File: src/rtl/mac_ram_output.sv
// Signed int8 multiply-accumulate lane plus a 64-entry append-only result store
// with a combinational read port.
module mac_ram_output #(
  parameter int unsigned IN_W  = 8,
  parameter int unsigned ACC_W = 19,
  parameter int unsigned DEPTH = 64,
  parameter int unsigned AW    = 6
) (
  input  logic                    clk,
  input  logic                    reset,
  input  logic signed [IN_W-1:0]  inA,
  input  logic signed [IN_W-1:0]  inB,
  input  logic                    clr,
  output logic signed [ACC_W-1:0] out,
  input  logic signed [ACC_W-1:0] wr_data,
  input  logic                    write_enable,
  input  logic [AW-1:0]           rd_addr,
  output logic signed [ACC_W-1:0] rd_data,
  output logic [AW:0]             wr_count,
  output logic                    full
);

  localparam int unsigned PW = 2 * IN_W;
  localparam logic [AW:0] FULL_COUNT = (AW + 1)'(DEPTH);

  logic signed [PW-1:0]    w_product;
  logic signed [ACC_W-1:0] w_product_ext;
  logic signed [ACC_W-1:0] w_acc_d;
  logic                    w_wr_accept;

  logic signed [ACC_W-1:0] r_acc;
  logic [AW:0]             r_count;
  logic signed [ACC_W-1:0] r_mem [DEPTH];

  always_comb begin
    w_product     = inA * inB;
    w_product_ext = {{(ACC_W - PW){w_product[PW-1]}}, w_product};
    // clr restarts the sum with this cycle's product, so dot products run back to back
    w_acc_d       = clr ? w_product_ext : r_acc + w_product_ext;
  end

  always_ff @(posedge clk or posedge reset) begin
    if (reset) begin
      r_acc <= '0;
    end else begin
      r_acc <= w_acc_d;
    end
  end

  assign w_wr_accept = write_enable && !full;

  always_ff @(posedge clk or posedge reset) begin
    if (reset) begin
      r_count <= '0;
    end else if (w_wr_accept) begin
      r_count <= r_count + 1'b1;
    end
  end

  always_ff @(posedge clk or posedge reset) begin
    if (reset) begin
      for (int i = 0; i < int'(DEPTH); i++) begin
        r_mem[i] <= '0;
      end
    end else if (w_wr_accept) begin
      r_mem[r_count[AW-1:0]] <= wr_data;
    end
  end

  assign out      = r_acc;
  assign wr_count = r_count;
  assign full     = (r_count == FULL_COUNT);
  assign rd_data  = r_mem[rd_addr];

endmodule

File: config.mk
export PLATFORM = sky130hd
export DESIGN_NAME = mac_ram_output
export DESIGN_NICKNAME = d
export VERILOG_FILES = /design/src/rtl/mac_ram_output.sv
export SDC_FILE = /design/constraint.sdc
export NUM_CORES = 2
export LEC_CHECK = 0
export CORE_ASPECT_RATIO = 1.2
export CORE_UTILIZATION = 30
export CTS_BUF_LIST = sky130_fd_sc_hd__clkbuf_8
export CTS_CLUSTER_SIZE = 20
export DETAILED_ROUTE_END_ITERATION = 8
export GPL_ROUTABILITY_DRIVEN = 0
export GPL_TIMING_DRIVEN = 0
export RECOVER_POWER = 25
export REMOVE_ABC_BUFFERS = 1
export SYNTH_ARGS = -nofsm -noshare
export SYNTH_HDL_FRONTEND = slang
export SYNTH_SLANG_ARGS = --single-unit
File: constraint.sdc
create_clock -name clk -period 108.3 [get_ports clk]
set_clock_uncertainty 0.15 [all_clocks]
set_input_delay 16.245 -clock clk [delete_from_list [all_inputs] [get_ports clk]]
set_output_delay 16.245 -clock clk [all_outputs]
set_load 0.02 [all_outputs]
==> results_dict.tcl <==
set metrics [dict create \
    startpoint_type "primary input" \
    synth_cell_types 51 \
    tightest_slew_ps 7280 \
    max_slew_margin_pct -385 \
    syn_to_final_growth_pct 14.2 \
    clkLatencyLatePin_ps 900 \
    antenna_left 0 \
    grt_pass1_vias 35542 \
    grtUsageTotal_pct 15.7 \
    drtPass1Iterations 5 \
    grt_pass1_wl_um 234000 \
    dieArea_um2 199000 \
    avgViaCountPerCell 5.04 \
    final_area_um2 67600 \
    maxSlewViolCount 587 \
    post_cts_buffers 0 \
    start_util_pct 30.2 \
    critPathMaxFanout 64 \
    yosys.area.top_type_share_pct 52.5 \
    h-tree-depth 4 \
    ys_ff_latch 1242 \
    layout-drive-gt1-share_pct 52.0 \
    netlist_instances 3709 \
    synth_edf_count 0 \
    post-route-min-period_ps 36510 \
    die_w_um 408 \
    required_ps 91900 \
    grt_max_degree 138 \
    drtIter0Drc 2108 \
    rows 178 \
    violations "capacitance limit, slew limit" \
    synth.cells.most_frequent "dfrtp_1 (1242), mux2_2 (1223), mux4_2 (399), clkbuf_1 (192), inv_1 (93)" \
    antenna_found_initial 17 \
    cts_sinks 1242 \
    postCtsResizedCells 0 \
    p_per_area_nw_per_um2 24.0 \
    netlist_top_cells_area "dfrtp_1 (52%), mux2_2 (23%), mux4_2 (15%)" \
    final_hold_viol_count 0 \
    postSynthAreaPerCell_um2 16.0 \
    core_um2 196000 \
    synth-async-reset-ratio_pct 100 \
    multi_input_area_um2 26700 \
    setup_violations 0 \
    clock_path_buffers 3 \
    max_cap_violations 8 \
    wirelength_um 154000 \
    setup_tns_ps 0 \
    fin_util_pct 34.5 \
    dp_hpwl_um 93400 \
    synth-main-ff-cell "dfrtp_1" \
    fmax_mhz 27.4 \
    clockRootBuffer "clkbuf_8" \
    combinationalPowerShare_pct 32.5 \
    seq_power_share_pct 42.4 \
    route.vias.total 32936 \
    grt-ovfl-total 0 \
    power_switching_uw 501 \
    fin_nets 3909 \
    cts_tree "yes" \
    io_buffers 90 \
    drc_errors 0 \
    synth_top_cell_by_area "dfrtp_1" \
    worst_setup_path_end_kind "output port" \
    outcome "finished, violations left" \
    cts.clk_slew.worst_paths_ps 60 \
    post_drt_wl_per_cell_um 23.6 \
    clock_power_share_pct 25.1 \
    holdBufCountCts 0 \
    syn_area_um2 59200 \
    rsz0062_at_grt "no" \
    place_area_um2 63600 \
    nFillCells 18843 \
    dieHeight_um 489 \
    yosysMostFrequentCell "dfrtp_1" \
    ios 91 \
    ir_worst_vdd_mv 0.0333 \
    hp-class "reg -> reg" \
    crit_type "in -> out" \
    regArea_um2 31100 \
    sw_frac_of_total_pct 30.9 \
    p_int_mw 1.12 \
    fin_crit_sh_pct 33.7 \
    cts_buffers 201 \
    ys_seq_area_share_pct 52.5 \
    yosysWarnings 0 \
    leakage_nw 31.0 \
    arrival_ps 20120 \
]
metal layers:
metal,vias to the layer above,global-route usage [%],wire (um)
li1,13860,-,-
met5,-,0,12
met4,2,5.02,4080
met1,18108,20.4,66700
met3,246,3.22,7880
met2,720,26.2,75600
sequential cells by signal, indices dropped and copies added, names as in the netlist:
name / count
out: 19
wr_count: 7
r_mem: 1216
path summary, 6_finish.rpt:
path                        startpoint          end  slack, ps  cells after the start
setup / recovery            rd_addr[0]  rd_data[12]      71790                      8
hold / removal              r_mem[486]   r_mem[486]        350                      1
setup reg to reg           wr_count[0]   r_mem[148]     104320                      7
hold reg to reg             r_mem[486]   r_mem[486]        350                      1
max in group asynchronous        reset   r_mem[374]      80900                      4
min in group asynchronous        reset   r_mem[318]      16400                      2
kinds of logic after synthesis:
group | Yosys count | synth area share [%]
adders and majority gates | 107 | 2.97
and+or+nand+nor | 226 | 1.99
muxes | 1624 | 38.5
buffers and inverters | 399 | 2.75
xor gates and xnor gates | 37 | 0.547
DFF | 1242 | 52.5
AOI/OAI and AO/OA | 74 | 0.780
layout make-up:
cell class	instances	share of cell area, %
inverters	93	0.518
diodes	6	0.0222
clock buffers	256	5.21
clock inverters	110	0.803
flip-flops and latches	1242	45.9
repair buffers	151	3.20
multi-input cells	2068	39.5
well taps	2610	4.83
power groups by stage:
stage	registers, mW	logic, mW	clock network, mW
after floorplan	0.681	0.390	0
after global placement	0.692	0.526	0
after detailed placement	0.694	0.531	0
after CTS	0.686	0.533	0.418
after global routing	0.706	0.576	0.441
final	0.688	0.527	0.407
critical path, stage by stage:
cell and delay, ps:
buf_8 200, buf_16 350, buf_16 400, buf_16 410
mux4_2 590, mux4_2 540, mux4_2 560, clkdlybuf4s50_1 580
cells in the final DEF, fill, tap and decap left out, drive strengths merged, types with 8 or more instances in the layout:
| master | instances |
|---|---|
| a21oi | 26 |
| mux4 | 399 |
| nor2b | 11 |
| dfrtp | 1242 |
| xor2 | 12 |
| clkdlybuf4s50 | 62 |
| clkinv | 24 |
| clkbuf | 263 |
| ha | 51 |
| a21o | 8 |
| nand3 | 9 |
| mux2 | 1223 |
| buf | 78 |
| o21ai | 14 |
| nor2 | 64 |
| xnor2 | 25 |
| nand2 | 60 |
| and2 | 46 |
| fa | 56 |
| inv | 172 |
stage by stage:
| stage | total power [mW] | hold slack [ps] | std cells | setup WS, ps |
|---|---|---|---|---|
| 2_1_floorplan | 1.07 | 324 | 3403 | 56910 |
| 3_3_place_gp | 1.22 | 332 | 6103 | 43610 |
| 3_5_place_dp | 1.22 | 337 | 6158 | 71660 |
| 4_1_cts | 1.64 | 351 | 6524 | 71660 |
| 5_1_grt | 1.72 | 360 | 6531 | 71560 |
| 6_report | 1.62 | 349 | 6536 | 71790 |
Note: power is estimated with default switching activity, not from simulation.
